[src/rtl/layer_compositor.sv]
`default_nettype none
// ============================================================================
// Module   : layer_compositor
// Purpose  : N-layer sprite/background pixel compositor with a fixed 2-cycle
//            pipeline. Layer 0 has the highest priority. Supports an opaque
//            priority mode and a 50% blend of the top two surfaces. Layer
//            enables take effect only on frame boundaries. Per-frame sprite
//            collisions are reported at each rising edge of vertical sync.
// Ports    : i_clk, i_rst_n          clock, asynchronous active-low reset
//            i_pix_valid             input pixel valid
//            i_v_sync                vertical sync (rising edge = frame edge)
//            i_layer_hit/rgb         per-layer hit flags and {R,G,B} colours
//            i_bg_rgb                background {R,G,B}
//            i_layer_en              requested layer enables (frame-sampled)
//            i_blend_mode            0 = opaque priority, 1 = 50% blend
//            o_red/o_green/o_blue    composited pixel
//            o_valid                 output pixel valid (2 cycles after input)
//            o_collide_mask          layers that collided in previous frame
//            o_frame_done            one-cycle pulse when the mask updates
// Revision : 1.0 - initial release
// ============================================================================
module layer_compositor #(
    parameter int N_LAYERS = 4,
    parameter int CW       = 8
) (
    input  logic                       i_clk,
    input  logic                       i_rst_n,
    input  logic                       i_pix_valid,
    input  logic                       i_v_sync,
    input  logic [N_LAYERS-1:0]        i_layer_hit,
    input  logic [N_LAYERS*3*CW-1:0]   i_layer_rgb,
    input  logic [3*CW-1:0]            i_bg_rgb,
    input  logic [N_LAYERS-1:0]        i_layer_en,
    input  logic                       i_blend_mode,
    output logic [CW-1:0]              o_red,
    output logic [CW-1:0]              o_green,
    output logic [CW-1:0]              o_blue,
    output logic                       o_valid,
    output logic [N_LAYERS-1:0]        o_collide_mask,
    output logic                       o_frame_done
);

    localparam int c_PW = 3 * CW;   // width of one packed {R,G,B} pixel

    // ------------------------------------------------------------------
    // Frame boundary detection and frame-synchronous state
    // ------------------------------------------------------------------
    logic                  r_vs_q;
    logic                  w_frame_edge;
    logic [N_LAYERS-1:0]   r_en_act;
    logic [N_LAYERS-1:0]   r_acc;
    logic [N_LAYERS-1:0]   w_coll_now;

    assign w_frame_edge = i_v_sync & ~r_vs_q;

    // ------------------------------------------------------------------
    // Stage 1 registers
    // ------------------------------------------------------------------
    logic                         r_s1_valid;
    logic [N_LAYERS-1:0]          r_s1_hit;
    logic [N_LAYERS*c_PW-1:0]     r_s1_rgb;
    logic [c_PW-1:0]              r_s1_bg;
    logic                         r_s1_mode;

    // ------------------------------------------------------------------
    // Stage 2 selection: top surface and the one directly beneath it.
    // When fewer than two layers hit, the missing surface is background.
    // ------------------------------------------------------------------
    logic [c_PW-1:0]  w_top_rgb;
    logic [c_PW-1:0]  w_sec_rgb;
    logic             w_any_hit;
    logic             w_multi_hit;

    always_comb begin
        w_top_rgb   = r_s1_bg;
        w_sec_rgb   = r_s1_bg;
        w_any_hit   = 1'b0;
        w_multi_hit = 1'b0;
        for (int k = 0; k < N_LAYERS; k++) begin
            if (r_s1_hit[k]) begin
                if (!w_any_hit) begin
                    w_top_rgb = r_s1_rgb[k*c_PW +: c_PW];
                    w_any_hit = 1'b1;
                end else if (!w_multi_hit) begin
                    w_sec_rgb   = r_s1_rgb[k*c_PW +: c_PW];
                    w_multi_hit = 1'b1;
                end
            end
        end
    end

    // Two or more enabled hits on a valid pixel means every hit layer collides.
    assign w_coll_now = {N_LAYERS{r_s1_valid & w_multi_hit}} & r_s1_hit;

    // Per-channel average; the sum carries one extra bit so the result is
    // the floor of the true mean with no wrap-around.
    logic [c_PW-1:0] w_avg_rgb;

    for (genvar c = 0; c < 3; c++) begin : g_chan
        logic [CW:0] w_sum;
        assign w_sum = {1'b0, w_top_rgb[c*CW +: CW]} + {1'b0, w_sec_rgb[c*CW +: CW]};
        assign w_avg_rgb[c*CW +: CW] = w_sum[CW:1];
    end

    logic [c_PW-1:0] w_pix_rgb;

    always_comb begin
        w_pix_rgb = r_s1_bg;
        if (w_any_hit) begin
            w_pix_rgb = r_s1_mode ? w_avg_rgb : w_top_rgb;
        end
    end

    // ------------------------------------------------------------------
    // Sequential logic
    // ------------------------------------------------------------------
    always_ff @(posedge i_clk or negedge i_rst_n) begin
        if (!i_rst_n) begin
            r_vs_q         <= 1'b0;
            r_en_act       <= {N_LAYERS{1'b1}};
            r_acc          <= '0;
            r_s1_valid     <= 1'b0;
            r_s1_hit       <= '0;
            r_s1_rgb       <= '0;
            r_s1_bg        <= '0;
            r_s1_mode      <= 1'b0;
            o_red          <= '0;
            o_green        <= '0;
            o_blue         <= '0;
            o_valid        <= 1'b0;
            o_collide_mask <= '0;
            o_frame_done   <= 1'b0;
        end else begin
            r_vs_q <= i_v_sync;

            // Stage 1: masking uses the enables in force before any update
            // happening on this same edge.
            r_s1_valid <= i_pix_valid;
            r_s1_hit   <= i_layer_hit & r_en_act;
            r_s1_rgb   <= i_layer_rgb;
            r_s1_bg    <= i_bg_rgb;
            r_s1_mode  <= i_blend_mode;

            // Stage 2
            o_valid <= r_s1_valid;
            o_red   <= w_pix_rgb[2*CW +: CW];
            o_green <= w_pix_rgb[1*CW +: CW];
            o_blue  <= w_pix_rgb[0*CW +: CW];

            // A collision seen on the boundary cycle belongs to the frame
            // that is ending, so it is folded into the reported mask.
            if (w_frame_edge) begin
                r_en_act       <= i_layer_en;
                o_collide_mask <= r_acc | w_coll_now;
                r_acc          <= '0;
                o_frame_done   <= 1'b1;
            end else begin
                r_acc          <= r_acc | w_coll_now;
                o_frame_done   <= 1'b0;
            end
        end
    end

endmodule
`default_nettype wire

[config.mk]
export PLATFORM = sky130hd
export DESIGN_NAME = layer_compositor
export DESIGN_NICKNAME = d
export VERILOG_FILES = /design/src/rtl/layer_compositor.sv
export SDC_FILE = /design/constraint.sdc
export NUM_CORES = 1
export LEC_CHECK = 0
export CAP_MARGIN = 30
export CORE_ASPECT_RATIO = 0.7
export CORE_MARGIN = 10
export CORE_UTILIZATION = 40
export CTS_CLUSTER_SIZE = 16
export DETAILED_ROUTE_END_ITERATION = 8
export GPL_TIMING_DRIVEN = 0
export PLACE_DENSITY = 0.74
export SYNTH_ARGS = -nofsm -noshare
export SYNTH_HDL_FRONTEND = slang
export SYNTH_SLANG_ARGS = --single-unit
[constraint.sdc]
create_clock -name i_clk -period 4.5 [get_ports i_clk]
set_clock_uncertainty 0.05 [all_clocks]
set_input_delay 0.675 -clock i_clk [delete_from_list [all_inputs] [get_ports i_clk]]
set_output_delay 0.675 -clock i_clk [all_outputs]
set_load 0.05 [all_outputs]
# Word level (Yosys, flattened, before mapping)
# Cells that the tools add are included.
[op_classes]
bitwise_logic = 6
n_addsub = 3
n_mux = 29
[op_table]
columns = ["cell", "n"]
rows = [
  ["$mux 24", 17],
  ["$add 8x8->9", 3],
  ["$mux 1", 11],
  ["$and 4x4->4", 2],
  ["$mux 4", 1],
  ["$or 4x4->4", 1],
  ["$and 1x1->1", 2],
  ["$not 1->1", 1],
]
[totals]
out_inout_bits = 30
elab_cells = 52
register_bits = 165

# Logic depth before layout (Yosys ltp)
[depth]
ltp_word = 12
mapped_depth = 18
mapped_depth_nobuf = 14

# Worst setup path after synthesis
# OpenSTA, ideal clock, no wires.
[synth_path]
kind = "register to register"
from = "reg r_s1_hit[0]"
to = "reg o_blue[6]"
synth_period_minus_slack_ns = 3.327
setup_slack_ns = 1.173
required_time_ns = 4.371
stages_incl_launch_ff = 17
n_path_buf = 4
setup_time_ns = 0.079
t_arrival_ns = 3.197
cell_sequence = "dfrtp_1 buf_2 buf_6 or2_1 buf_2 nand2_1 clkbuf_1 nand2_1 a21oi_1 a21oi_1 o21ai_0 ha_1 nand2_1 o31ai_1 or4b_1 a211oi_1 a2bb2oi_1"
[synth_via]
elab_chain_len = 12
[synth_lines]
columns = ["item", "line_no", "rtl"]
rows = [
  ["start: declaration", "60", "logic [N_LAYERS-1:0] r_s1_hit;"],
  ["start signal: assignment", "139", "r_s1_hit <= i_layer_hit & r_en_act;"],
  ["$mux 1", "80", "if (r_s1_hit[k]) begin"],
  ["$mux 24 or $mux 1 (tied branches)", "81", "if (!w_any_hit) begin"],
  ["$mux 24 or $mux 1 (tied branches)", "80", ""],
  ["$mux 24", "84", "end else if (!w_multi_hit) begin"],
  ["$mux 24", "81", ""],
  ["$mux 24", "80", ""],
  ["$mux 24", "84", ""],
  ["$mux 24", "81", ""],
  ["$mux 24", "80", ""],
  ["$add 8x8->9", "101", "assign w_sum = {1'b0, w_top_rgb[c*CW +: CW]} + {1'b0, w_sec_rgb[c*CW +: CW]};"],
  ["$mux 24", "110", "w_pix_rgb = r_s1_mode ? w_avg_rgb : w_top_rgb;"],
  ["$mux 24 *", "109", "if (w_any_hit) begin"],
  ["via w_pix_rgb[6]", "105", "logic [c_PW-1:0] w_pix_rgb;"],
  ["end signal: assignment", "148", "o_blue <= w_pix_rgb[0*CW +: CW];"],
  ["end: declaration", "37", "output logic [CW-1:0] o_blue,"],
]
# The timed path passes the listed nets; every way through them passes the cells marked *.
# A chain may end at the register's enable or synchronous reset.

# Final worst setup path
[layout_path]
from = "reg r_s1_hit[1]"
to = "reg o_green[6]"
[layout_via]
elab_chain_len = 10
[layout_lines]
columns = ["item", "line_no", "rtl"]
rows = [
  ["$mux 24 or $mux 1 (tied branches)", "80", ""],
  ["$mux 24", "84", ""],
  ["$mux 24", "81", ""],
  ["$mux 24", "80", ""],
  ["$mux 24", "84", ""],
  ["$mux 24", "81", ""],
  ["$mux 24", "80", ""],
  ["$add 8x8->9", "101", ""],
  ["$mux 24", "110", ""],
  ["$mux 24 *", "109", ""],
  ["via w_pix_rgb[14]", "105", ""],
  ["end signal: assignment", "147", "o_green <= w_pix_rgb[1*CW +: CW];"],
  ["end: declaration", "36", "output logic [CW-1:0] o_green,"],
]
# Marks and branches as above.

==> summary.md <==
| Metric | Value |
|---|---|
| Status | finished clean |
| Nets | 1,086 |
| Post-synth EDFFs | 0 |
| Clock root buffer | clkbuf_16 |
| Detailed placement HPWL | between 15 and 20 mm |
| Final wirelength | between 20 and 25 mm |
| Fillers | 1,589 |
| Sequential fraction of the synthesis area | 55.9% |
| Largest net degree at the start of global routing | 100 |
| Max-cap violations | 0 |
| Top cell type's share of synthesized area | 54.5% |
| #FFs+latches synth | 165 |
| Critical Path RT | 4.77 ns |
| Area delta synth->final | 34.7% |
| Slew @ Worst Pin | 0.831 ns |
| Worst setup path class | reg -> reg |
| Most frequent cells in the layout | clkdlybuf4s50_1 (161), dfrtp_1 (161), nand2_1 (115) |
| CTS tree | done |
| Post-Place Setup Slack | roughly 0.46 ns |
| H-tree levels | 4 |
| Core Region | 18,100 µm² |
| Pwr per Cell Area | between 400 and 500 nW/µm² |
| Rows | 41 |
| Ys flop type | dfrtp_1 |
| Clock Latency Late Sink | 0.43 ns |
| First-pass GRT wire length | 38.6 mm |
| RSZ-0062 raised after global routing | false |
| Post-cts sizing count | 0 |
| Minimum clock period | roughly 4.2 ns |
| Initial core utilization | 40.9% |
| Period utilization | 94.1% |
| Final Worst Setup Slack | 0.266 ns |
| Number of CTS-inserted buffers | 17 |
| DR pass1 iterations | 6 |
| Top area cells in the synthesized netlist | dfrtp_1 (55%), o21ai_0 (7.0%), nand2_1 (5.8%), a21oi_1 (5.2%), ha_1 (3.6%) |
| Area of the mapped netlist | 7390 µm² |
| Crit path launch type | flop |
| Final GP Congestion | approximately 1 |
| Reg2Reg Setup Slack | 0.27 ns |
| Critical path origin | r_s1_hit[1] |
| Die area | 24,400 µm² |
| DR DRC count | 0 |
| Worst Hold Class | in -> async |
| Ports | approximately 160 |
| Peak VDD IR | 284 µV |
| Antenna cells | 0 |
| Worst Path Max Fanout | 10 |
| Overall power | 4.93 mW |
| Grt ovf | 0 |
| Final setup viols | 0 |
| Met3 routed WL | 3.10 mm |
| Slew Limit Headroom | 44.6% |
| Antenna violations before repair | 0 |
| R2r worst-path depth | 16 |
| Vias | 6,660 |
| Syn Inst Count | 747 |
| Antenna Violating Nets Remaining | 0 |
| Postcts setup bufs | 0 |
| Vias in the first global route | 6,721 |
| Layout cell share with drive strength beyond 1 | 6.05% |
| Largest area contributor in the netlist | dfrtp_1 |
| Clk slew on worst S/H paths | 0.06 ns |
| Longest Clk Path Bufs | 2 |
| Wire per inst | 21.1 µm |
| Launch point of the worst reg-to-reg path | r_s1_hit[1] |
| Slew Viols, Final | 0 |
| DR top layer | met4 |
| Syn Area/Cell | 9.90 µm² |
| Die height | 134 µm |
| GRT Total Usage | between 20% and 30% |
| Asr flop ratio synth | between 90% and 100% |
| Number of port buffers | 162 |
| Cell variety after synth | 59 |
| # hold bufs at CTS | 0 |
| Mapped Nets | about 900 |
| Worst r2r dst | o_green[6] |
| Routed wl met2 | 10.4 mm |
| Yosys warns | 0 |
| Leakage Power | 4.13 nW |
| 1st-iter DRT viols | between 1,000 and 1,500 |
| Worst Setup End Kind | flop |
| Die X | roughly 180 µm |
| Arrival time worst endpoint | 4.50 ns |
| CTS sink cnt | 165 |
| Fin. Hold Viols | 0 |
| Met1 WL | 10.9 mm |
| Via density | around 5.7 |
| Fmax | 236 MHz |
[layout make-up]
cell class | count | area, µm² | share of cell area, %
Sequential cell | 165 | 4130 | 41.5
Buffer | 48 | 201 | 2.02
Clock buffer | 22 | 474 | 4.76
Timing Repair Buffer | 163 | 1650 | 16.6
Multi-Input combinational cell | 522 | 3010 | 30.2
Tap cell | 236 | 295 | 2.96
Clock inverter | 10 | 144 | 1.44
Inverter | 12 | 45.0 | 0.452
[registers in the layout (all words and copies together), names as in the netlist, 8 cells and up]
| signal | flops |
|---|---|
| o_blue | 8 |
| o_green | 8 |
| o_red | 8 |
| r_s1_bg | 24 |
| r_s1_rgb | 96 |
[routing by layer]
| layer | up-vias | GRT usage, % |
|---|---|---|
| li1 | 3004 | - |
| met1 | 3155 | 27.9 |
| met2 | 457 | 29.1 |
| met3 | 44 | 7.28 |
| met4 | 0 | 6.26 |
| met5 | - | 0 |
[worst max-delay path by stage]
stage          depth (start not counted)  slack, ns           end
5_1_grt                               16       0.09      o_red[5]
6_report                              16       0.27    o_green[6]
2_1_floorplan                         16       1.17     o_blue[6]
3_5_place_dp                          15       0.46     o_blue[7]
3_3_place_gp                           1      -3.76  r_s1_rgb[35]
4_1_cts                               16       0.42    o_green[6]
[logic make-up after synthesis]
| group | count (synthesis) | synth area share [%] |
|---|---|---|
| buf+inv | 60 | 3.33 |
| mux | 10 | 1.47 |
| compound gates | 262 | 20.5 |
| flops | 165 | 55.9 |
| fa+ha+maj | 24 | 4.37 |
| simple gates | 213 | 12.9 |
| xor+xnor | 13 | 1.54 |
[power breakdown]
part           internal [mW]  leakage [nW]  total (mW)  switching [mW]
Combinational          0.641          1.90        1.70            1.06
Sequential              1.64          1.93        1.71          0.0705
Clock                  0.922         0.305        1.52           0.599
[critical path, cell delays in order (launching register included)]
cell	delay, ns
dfrtp_1	0.40
buf_2	0.19
buf_2	0.20
inv_1	0.18
clkbuf_1	0.66
o22ai_1	0.19
o21ai_0	0.16
o21ai_0	0.10
o21ai_0	0.47
ha_1	0.29
a21o_1	0.14
a21oi_1	0.08
o21bai_1	0.18
a21o_1	0.16
a211oi_1	0.07
mux2_1	0.31
a211oi_2	0.30
[cells in the mapped netlist, types with 7 or more instances]
master / count
dfrtp_1: 161
a21o_1: 8
nor2_1: 32
ha_1: 21
clkbuf_1: 36
a31oi_1: 7
nor3_1: 8
nand2_1: 115
inv_1: 11
nand3_1: 24
and2_1: 8
a21oi_1: 77
o21ai_0: 103
xnor2_1: 9
o22ai_1: 27
[stage by stage]
stage | utilization, % | instance area (µm²) | hold WS, ns | setup TNS (ns) | std cells
3_5_place_dp | 51.7 | 9340 | 0.427 | 0 | 1146
5_1_grt | 55.2 | 9960 | 0.161 | 0 | 1178
4_1_cts | 55.2 | 9960 | 0.147 | 0 | 1178
3_3_place_gp | 51.6 | 9310 | 0.418 | -608.88 | 1145
2_1_floorplan | - | 7390 | 0.329 | 0 | 747
6_report | 55.2 | 9960 | 0.121 | 0 | 1178
(Power assumes the default switching activity.)
